[src/rtl/ps2_mouse_if.sv]
// PS/2 mouse receiver bus: raw device lines in, assembled packet word and error pulses out.
// The receiver uses the slave modport; whoever drives the device lines uses master.
interface ps2_mouse_if;
  logic        ps2_clk;
  logic        ps2_data;
  logic [24:0] ps2_mouse;
  logic        err_parity;
  logic        err_frame;

  modport master (output ps2_clk, ps2_data, input ps2_mouse, err_parity, err_frame);
  modport slave  (input ps2_clk, ps2_data, output ps2_mouse, err_parity, err_frame);
endinterface

[src/rtl/ps2_mouse_rx.sv]
// PS/2 mouse receiver: synchronises and deglitches the device clock, decodes 11-bit frames
// and assembles 3-byte packets into a toggle-strobed word, with a stall timeout.
module ps2_mouse_rx #(
  parameter int FILT    = 8,
  parameter int TIMEOUT = 50000
) (
  input  logic        clk_sys,
  input  logic        reset,
  ps2_mouse_if.slave  bus
);
  localparam int FW = $clog2(FILT + 1);
  localparam int TW = $clog2(TIMEOUT + 1);

  typedef enum logic [1:0] {IDLE = 2'd0, DATA = 2'd1, PARITY = 2'd2, STOP = 2'd3} state_t;

  state_t      state_q, state_d;
  logic        clk_s1_q, clk_s2_q, dat_s1_q, dat_s2_q;
  logic        filt_q, filt_d, filt_prev_q;
  logic [FW-1:0] fcnt_q, fcnt_d;
  logic [2:0]  bit_cnt_q, bit_cnt_d;
  logic [7:0]  shift_q, shift_d;
  logic        par_ok_q, par_ok_d;
  logic [1:0]  idx_q, idx_d;
  logic [7:0]  byte0_q, byte0_d, byte1_q, byte1_d;
  logic [24:0] mouse_q, mouse_d;
  logic        err_par_q, err_par_d, err_frm_q, err_frm_d;
  logic [TW-1:0] to_cnt_q, to_cnt_d;
  logic        fall_s, timeout_s, busy_s;
  logic        byte_ok_s, stop_bad_s, par_bad_s;

  assign fall_s    = filt_prev_q & ~filt_q;
  assign busy_s    = (state_q != IDLE) || (idx_q != 2'd0);
  // An edge in the same cycle as expiry wins, so expiry is masked by it.
  assign timeout_s = ~fall_s && (to_cnt_q == TW'(TIMEOUT));

  // Clock filter: level flips only after FILT consecutive samples at the new value.
  always_comb begin
    filt_d = filt_q;
    fcnt_d = fcnt_q;
    if (clk_s2_q != filt_q) begin
      if (fcnt_q == FW'(FILT - 1)) begin
        filt_d = clk_s2_q;
        fcnt_d = '0;
      end else begin
        fcnt_d = fcnt_q + FW'(1);
      end
    end else begin
      fcnt_d = '0;
    end
  end

  // Bit-level FSM next state.
  always_comb begin
    state_d = state_q;
    if (timeout_s) begin
      state_d = IDLE;
    end else if (fall_s) begin
      case (state_q)
        IDLE:    state_d = dat_s2_q ? IDLE : DATA;
        DATA:    state_d = (bit_cnt_q == 3'd7) ? PARITY : DATA;
        PARITY:  state_d = STOP;
        STOP:    state_d = IDLE;
        default: state_d = IDLE;
      endcase
    end else begin
      state_d = state_q;
    end
  end

  // FSM outputs: byte verdict on the stop-bit edge; a bad stop bit masks bad parity.
  always_comb begin
    byte_ok_s  = 1'b0;
    stop_bad_s = 1'b0;
    par_bad_s  = 1'b0;
    if (fall_s && (state_q == STOP)) begin
      if (!dat_s2_q) begin
        stop_bad_s = 1'b1;
      end else if (!par_ok_q) begin
        par_bad_s = 1'b1;
      end else begin
        byte_ok_s = 1'b1;
      end
    end else begin
      byte_ok_s = 1'b0;
    end
  end

  // Datapath: bit shifting, packet assembly, timeout and error pulses.
  always_comb begin
    bit_cnt_d = bit_cnt_q;
    shift_d   = shift_q;
    par_ok_d  = par_ok_q;
    idx_d     = idx_q;
    byte0_d   = byte0_q;
    byte1_d   = byte1_q;
    mouse_d   = mouse_q;
    err_par_d = 1'b0;
    err_frm_d = 1'b0;
    if (fall_s || timeout_s || !busy_s) begin
      to_cnt_d = '0;
    end else begin
      to_cnt_d = to_cnt_q + TW'(1);
    end
    if (timeout_s) begin
      bit_cnt_d = 3'd0;
      idx_d     = 2'd0;
      err_frm_d = 1'b1;
    end else if (fall_s) begin
      case (state_q)
        IDLE:    bit_cnt_d = 3'd0;
        DATA: begin
          shift_d   = {dat_s2_q, shift_q[7:1]};
          bit_cnt_d = bit_cnt_q + 3'd1;
        end
        PARITY:  par_ok_d = ^{shift_q, dat_s2_q};
        default: bit_cnt_d = 3'd0;
      endcase
    end else begin
      bit_cnt_d = bit_cnt_q;
    end
    if (stop_bad_s) begin
      idx_d     = 2'd0;
      err_frm_d = 1'b1;
    end else if (par_bad_s) begin
      idx_d     = 2'd0;
      err_par_d = 1'b1;
    end else if (byte_ok_s) begin
      case (idx_q)
        2'd0: begin
          if (shift_q[3]) begin
            byte0_d = shift_q;
            idx_d   = 2'd1;
          end else begin
            err_frm_d = 1'b1;
          end
        end
        2'd1: begin
          byte1_d = shift_q;
          idx_d   = 2'd2;
        end
        2'd2: begin
          mouse_d = {~mouse_q[24], shift_q, byte1_q, byte0_q};
          idx_d   = 2'd0;
        end
        default: idx_d = 2'd0;
      endcase
    end else begin
      idx_d = idx_d;
    end
  end

  // State register.
  always_ff @(posedge clk_sys or posedge reset) begin
    if (reset) begin
      state_q <= IDLE;
    end else begin
      state_q <= state_d;
    end
  end

  // Synchronisers, filter and datapath registers; synchronisers idle high like the bus.
  always_ff @(posedge clk_sys or posedge reset) begin
    if (reset) begin
      clk_s1_q    <= 1'b1;
      clk_s2_q    <= 1'b1;
      dat_s1_q    <= 1'b1;
      dat_s2_q    <= 1'b1;
      filt_q      <= 1'b1;
      filt_prev_q <= 1'b1;
      fcnt_q      <= '0;
      bit_cnt_q   <= 3'd0;
      shift_q     <= 8'd0;
      par_ok_q    <= 1'b0;
      idx_q       <= 2'd0;
      byte0_q     <= 8'd0;
      byte1_q     <= 8'd0;
      mouse_q     <= 25'd0;
      err_par_q   <= 1'b0;
      err_frm_q   <= 1'b0;
      to_cnt_q    <= '0;
    end else begin
      clk_s1_q    <= bus.ps2_clk;
      clk_s2_q    <= clk_s1_q;
      dat_s1_q    <= bus.ps2_data;
      dat_s2_q    <= dat_s1_q;
      filt_q      <= filt_d;
      filt_prev_q <= filt_q;
      fcnt_q      <= fcnt_d;
      bit_cnt_q   <= bit_cnt_d;
      shift_q     <= shift_d;
      par_ok_q    <= par_ok_d;
      idx_q       <= idx_d;
      byte0_q     <= byte0_d;
      byte1_q     <= byte1_d;
      mouse_q     <= mouse_d;
      err_par_q   <= err_par_d;
      err_frm_q   <= err_frm_d;
      to_cnt_q    <= to_cnt_d;
    end
  end

  assign bus.ps2_mouse  = mouse_q;
  assign bus.err_parity = err_par_q;
  assign bus.err_frame  = err_frm_q;
endmodule
[src/flat_wrapper.sv]
// flat-port wrapper written by rule: the top's interface ports become plain ports
module ps2_mouse_rx_flat 
#(
  parameter int FILT    = 8,
  parameter int TIMEOUT = 50000
)
  (clk_sys, reset, bus_ps2_clk, bus_ps2_data, bus_ps2_mouse, bus_err_parity, bus_err_frame);
  ps2_mouse_if bus_i ();
  input  logic clk_sys;
  input  logic reset;
  input wire logic [$bits(bus_i.ps2_clk)-1:0] bus_ps2_clk;
  input wire logic [$bits(bus_i.ps2_data)-1:0] bus_ps2_data;
  output wire logic [$bits(bus_i.ps2_mouse)-1:0] bus_ps2_mouse;
  output wire logic [$bits(bus_i.err_parity)-1:0] bus_err_parity;
  output wire logic [$bits(bus_i.err_frame)-1:0] bus_err_frame;
  assign bus_i.ps2_clk = bus_ps2_clk;
  assign bus_i.ps2_data = bus_ps2_data;
  assign bus_ps2_mouse = bus_i.ps2_mouse;
  assign bus_err_parity = bus_i.err_parity;
  assign bus_err_frame = bus_i.err_frame;
  ps2_mouse_rx #(.FILT(FILT), .TIMEOUT(TIMEOUT)) u_core (.clk_sys(clk_sys), .reset(reset), .bus(bus_i));
endmodule
[config.mk]
export PLATFORM = sky130hd
export DESIGN_NAME = ps2_mouse_rx_flat
export DESIGN_NICKNAME = d
export VERILOG_FILES = /design/src/rtl/ps2_mouse_if.sv /design/src/rtl/ps2_mouse_rx.sv /design/src/flat_wrapper.sv
export SDC_FILE = /design/constraint.sdc
export NUM_CORES = 1
export LEC_CHECK = 0
export BUFFER_PORTS_ARGS = -buffer_cell sky130_fd_sc_hd__buf_2
export CELL_PAD_IN_SITES_DETAIL_PLACEMENT = 2
export CELL_PAD_IN_SITES_GLOBAL_PLACEMENT = 2
export CORE_AREA = 2 2 96 98
export CTS_CLUSTER_SIZE = 14
export DETAILED_ROUTE_END_ITERATION = 12
export DIE_AREA = 0 0 98 100
export PLACE_DENSITY_LB_ADDON = 0.12
export SYNTH_ARGS = -nofsm -noshare
export SYNTH_HDL_FRONTEND = slang
export SYNTH_SLANG_ARGS = --single-unit
[constraint.sdc]
create_clock -name clk_sys -period 3.2 [get_ports clk_sys]
set_clock_uncertainty 0.15 [all_clocks]
set_input_delay 0.64 -clock clk_sys [delete_from_list [all_inputs] [get_ports clk_sys]]
set_output_delay 0.64 -clock clk_sys [all_outputs]
set_load 0.02 [all_outputs]
## After elaboration in Yosys (flattened, before gate mapping)

Cells that the tools add are included.

- $add $sub $neg: 3
- Eq/ne operators: 10
- Muxes and demuxes: 33
- Bitwise operators: 7
- Reductions and logical operators: 19

Operators with widths:

| cell | count |
|---|---|
| 2-to-1 mux 1 bit | 17 |
| adder 16 x 1 -> 16 bit, second input constant | 1 |
| equality test 16 bit, second input constant | 1 |
| 2-to-1 mux 16 bit | 1 |
| 2-to-1 mux 2 bit | 8 |
| parity 9 bit | 1 |
| 2-to-1 mux 4 bit | 2 |
| one-hot mux 2 bit (4 select lines) | 1 |
| AND reduction 4 bit | 2 |
| equality test 2 bit, second input constant | 3 |
| 2-to-1 mux 3 bit | 2 |
| inverter 1 bit | 6 |
| one-hot mux 3 bit (2 select lines) | 1 |
| AND reduction 3 bit | 2 |
| nonzero test 2 bit | 3 |
| AND reduction 5 bit | 1 |
| adder 4 x 1 -> 4 bit, second input constant | 1 |
| equality test 2 x 1 -> 1 bit, second input constant | 2 |
| equality test 4 x 3 -> 1 bit, second input constant | 1 |
| logical NOT 2 bit | 2 |
| one-hot mux 2 bit (2 select lines) | 1 |
| AND reduction 2 bit | 2 |
| adder 3 x 1 -> 3 bit, second input constant | 1 |
| equality test 3 bit, second input constant | 1 |
| other kinds (6) | 9 |

- Register bits after elaboration: 85
- Bits of input ports: 4
- Output and inout port bits: 27
- Word-level logic and storage cells: 90

## Logic depth before layout (Yosys ltp)

- Depth in word-level cells: 10
- Mapped depth: 7

## Least setup slack after synthesis

Ideal clock, no wire load.

- Path kind: reg2reg
- Start point: register u_core.filt_prev_q
- End point: register u_core.mouse_q[10] (netlist: u_core.bus.ps2_mouse[10])
- Arrival: 1.747 ns
- Data required time: 2.925 ns
- Setup slack: 1.178 ns
- Cell stages (with the launch flop): 7
- Buffers on the path: 2
- Cells stage by stage: dfstp_2 > and4b_1 > nand3_1 > or3b_1 > buf_6 > buf_12 > mux2_4

- Word-level cells in the longest chain between the ends: 5

RTL lines:

| element | line | source |
|---|---|---|
| from (decl) | ps2_mouse_rx.sv:18 | `logic filt_q, filt_d, filt_prev_q;` |
| from (signal assigned) | ps2_mouse_rx.sv:187 | `filt_prev_q <= filt_q;` |
| bitwise AND 1 bit * | ps2_mouse_rx.sv:31 | `assign fall_s = filt_prev_q & ~filt_q;` |
| logical AND 1 bit * | ps2_mouse_rx.sv:75 | `if (fall_s && (state_q == STOP)) begin` |
| 2-to-1 mux 1 bit | ps2_mouse_rx.sv:75 |  |
| inverter 1 bit (no source line) | -- |  |
| AND reduction 4 bit (no source line) * | -- |  |
| to (signal assigned) | ps2_mouse_rx.sv:195 | `mouse_q <= mouse_d;` |
| to (decl) | ps2_mouse_rx.sv:25 | `logic [24:0] mouse_q, mouse_d;` |

Mark *: on every way between the ends. The rest lies on a longest branch, timed or not.
A chain may end at the register's enable or synchronous reset.

## Worst setup path in the final report

- Start point: register u_core.state_q[1]
- End point: register u_core.byte0_q[4]

- Word-level cells in the longest chain between the ends: 5

RTL lines:

| element | line | source |
|---|---|---|
| from (decl) | ps2_mouse_rx.sv:16 | `state_t state_q, state_d;` |
| from (signal assigned) | ps2_mouse_rx.sv:157 | `state_q <= state_d;` |
| equality test 2 bit * | ps2_mouse_rx.sv:75 |  |
| logical AND 1 bit * | ps2_mouse_rx.sv:75 |  |
| 2-to-1 mux 1 bit | ps2_mouse_rx.sv:75 |  |
| inverter 1 bit (no source line) | -- |  |
| AND reduction 5 bit (no source line) * | -- |  |
| to (signal assigned) | ps2_mouse_rx.sv:193 | `byte0_q <= byte0_d;` |
| to (decl) | ps2_mouse_rx.sv:24 | `logic [7:0] byte0_q, byte0_d, byte1_q, byte1_d;` |

Marked as above.

==> impl_results.md <==
- Initial antenna violation count: 0
- DRT iter0 DRCs: 16
- Die width: approximately 98 um
- Final nets: just over 300
- First-pass GRT wire length: approximately 12,000 um
- EDFF count, synth: 0
- Worst path required time: 3290 ps
- Slew HR: 0.401
- Critical path startpoint category: flip-flop
- Pwr dens: 561 nW/um^2
- Peak supply drop: between 0.2 and 0.25 mV
- Fillers: just over 900
- Share of post-route cells with drive strength above 1: 0.359
- #FFs+latches synth: 85
- Vias per cell: approximately 5.3
- Die Ht: about 100 um
- Clock Path Buffers: 2
- Final setup violation count: 0
- CTS tree: done
- DR WL/cell: about 18 um
- Tmin final: ~2200 ps
- Busiest grt layer: met2
- CP max FO: 9
- Largest cells by area after synthesis: dfrtp_1, mux2_2, mux2_4, dfstp_2, xor2_1
- Cell Rows: 35
- TritonRoute pass-1 iters: 4
- Synth warnings: 0
- Net load switching power: between 0.0006 and 0.0007 W
- WL final: roughly 7300 um
- Status: finished, final reports clean
- Fraction of registers with async set/reset: 1.00
- ANT nets after route: 0
- M2 GR Usage: 0.293
- Worst Tran Pin Value: 896 ps
- Setup TNS: 0 ps
- Io pins: 31
- Ys flop type: dfrtp_1
- Part of the power in combinational logic: 0.115
- Synth cell types: 37
- Post-Syn Nets: between 200 and 300
- Crit. End Element: flip-flop
- Critical path class: reg2reg
- Period utilization: 0.701
- Die ar.: around 10000 um^2
- Worst hold path class: in2async
- CTS root buf: clkbuf_8
- Worst-Skew Late Latency: between 300 and 400 ps
- Synth area leader: dfrtp_1
- Global routing usage on met3: 0.0292
- Hold Fails Final Rpt: 0
- Mapped Area: about 3600 um^2
- Overall Global Routing Usage: 0.160
- Clock network fraction of design power: 0.354
- IO Port Bufs: 30
- Total CTS buffers: 9
- Sw frac: 0.279
- Met1 GRT Util: 0.185
- RSZ-0062 raised after global routing: false
- Peak Freq: around 450 MHz
- Post-route setup slack: between 900 and 1000 ps
- Initial Util: 0.408
- Pin count of the biggest net entering global routing: 54
- Post-synth top cells: dfrtp_1, mux2_2, mux2_4
- Clock-pin transition on the worst setup and hold timing paths: about 90 ps
- Synth Area per Inst: ~14 um^2
- DP Wirelength: slightly below 5000 um
- Clock sink total: 85
- Static Leak: 2.09 nW
- Placement Setup Slack: roughly 970 ps
- Cell Int Power: between 0.0015 and 0.002 W
- Post-synthesis sequential area ratio: 0.589
- Cell count after synthesis: about 260
- Fin. max-slew vios: 0
- Vias in the first global route: 2,462
- N_diodes: 0
- Post-CTS Resized: 0
- Cell with the most instances after synthesis: dfrtp_1
- Area Growth Syn to Fin: 13.4%
- Sequential share of power: 0.531
- H-tree depth: 3
- Hold-fix buffers at CTS: 0
- Top cell type's share of synthesized area: 0.546
- Max Cap Viol: 0
- Vias: approximately 2,200
- Overflow after GRT: 0
- Postcts setup bufs: 0
- Total core area: approximately 9000 um^2
- CP arrival: 2330 ps
- GPL Wtd Cong: 0.690
- Residual DRC: 0
per-stage QoR:
stage | area, um^2 | cells | hold WS [ps] | total power (W) | util
finish | 4110 | 415 | 179 | 0.00230 | 0.462
global route | 4110 | 415 | 200 | 0.00242 | 0.462
CTS | 4110 | 415 | 182 | 0.00234 | 0.462
detailed placement | 3890 | 399 | 198 | 0.00151 | 0.438
global placement | 3890 | 399 | 196 | 0.00150 | 0.438
floorplan | 3620 | 263 | 195 | 0.00141 | -
registers in the layout, indices dropped and copies added, names as in the netlist:
name / cells
u_core.bit_cnt_q: 3
u_core.bus.err_frame: 1
u_core.bus.err_parity: 1
u_core.bus.ps2_mouse: 25
u_core.byte0_q: 8
u_core.byte1_q: 8
u_core.clk_s1_q: 1
u_core.clk_s2_q: 1
u_core.dat_s1_q: 1
u_core.dat_s2_q: 1
u_core.fcnt_q: 4
u_core.filt_prev_q: 1
u_core.filt_q: 1
u_core.idx_q: 2
u_core.par_ok_q: 1
u_core.shift_q: 8
u_core.state_q: 2
u_core.to_cnt_q: 16
power by group through the flow:
stage | clock, W | combinational (W) | sequential (W)
CTS | 0.000847 | 0.000273 | 0.00122
global route | 0.000886 | 0.000303 | 0.00124
finish | 0.000816 | 0.000265 | 0.00122
global placement | 0 | 0.000259 | 0.00124
floorplan | 0 | 0.000195 | 0.00122
detailed placement | 0 | 0.000270 | 0.00124
cells by family after synthesis:
| group | Yosys count | share of synthesized area |
|---|---|---|
| xor gates and xnor gates | 22 | 0.0570 |
| AOI/OAI and AO/OA | 17 | 0.0297 |
| buffers and inverters | 14 | 0.0262 |
| muxes | 49 | 0.172 |
| DFF | 85 | 0.589 |
| adders and majority gates | 5 | 0.0173 |
| and+or+nand+nor | 71 | 0.109 |
worst paths after layout:
check	startpoint	to	slack (ps)	cells after the start
max in group asynchronous	reset	u_core.dat_s1_q$_DFF_PP1_	2030	3
worst max-delay path	u_core.state_q[1]$_DFFE_PP0P_	u_core.byte0_q[4]$_DFFE_PP0P_	960	4
min in group clk_sys	u_core.dat_s1_q$_DFF_PP1_	u_core.dat_s2_q$_DFF_PP1_	210	0
worst min-delay path	reset	u_core.fcnt_q[2]$_DFF_PP0_	180	2
worst min register to register	u_core.dat_s1_q$_DFF_PP1_	u_core.dat_s2_q$_DFF_PP1_	210	0
worst max register to register	u_core.state_q[1]$_DFFE_PP0P_	u_core.byte0_q[4]$_DFFE_PP0P_	960	4
critical path, cell delays in order, from the launching register on:
cell,delay (ps)
dfrtp_1,520
and4b_1,290
nand3_1,120
or4b_1,700
mux2_2,350
final cells by class:
class | count | area [um^2] | share of cell area
flip-flops and latches | 85 | 2130 | 0.519
multi-input cells | 164 | 1410 | 0.344
repair buffers | 33 | 185 | 0.0451
well taps | 111 | 139 | 0.0338
clock buffers | 10 | 138 | 0.0335
clock inverters | 6 | 76.3 | 0.0186
inverters | 6 | 23.8 | 0.00579
layout by cell type (no fill, tap or decap), types with 4 or more instances in the layout:
cell	netlist	final
buf_2	2	30
clkbuf_8	0	10
dfrtp_1	79	79
dfstp_2	6	6
ha_1	5	5
inv_1	6	5
mux2_2	30	30
mux2_4	19	19
nand2_1	8	8
nand3_1	12	12
nand4_1	4	4
nor2_1	18	18
nor3_1	5	5
o21ai_0	8	8
xnor2_1	10	10
xor2_1	11	11
routing by layer:
metal	vias to the layer above	wire length, um	share of wire
met5	-	0	0
met4	0	119	0.016
met3	10	176	0.024
met2	28	3830	0.53
met1	1150	3140	0.43
li1	996	-	-
(Power assumes the default switching activity.)
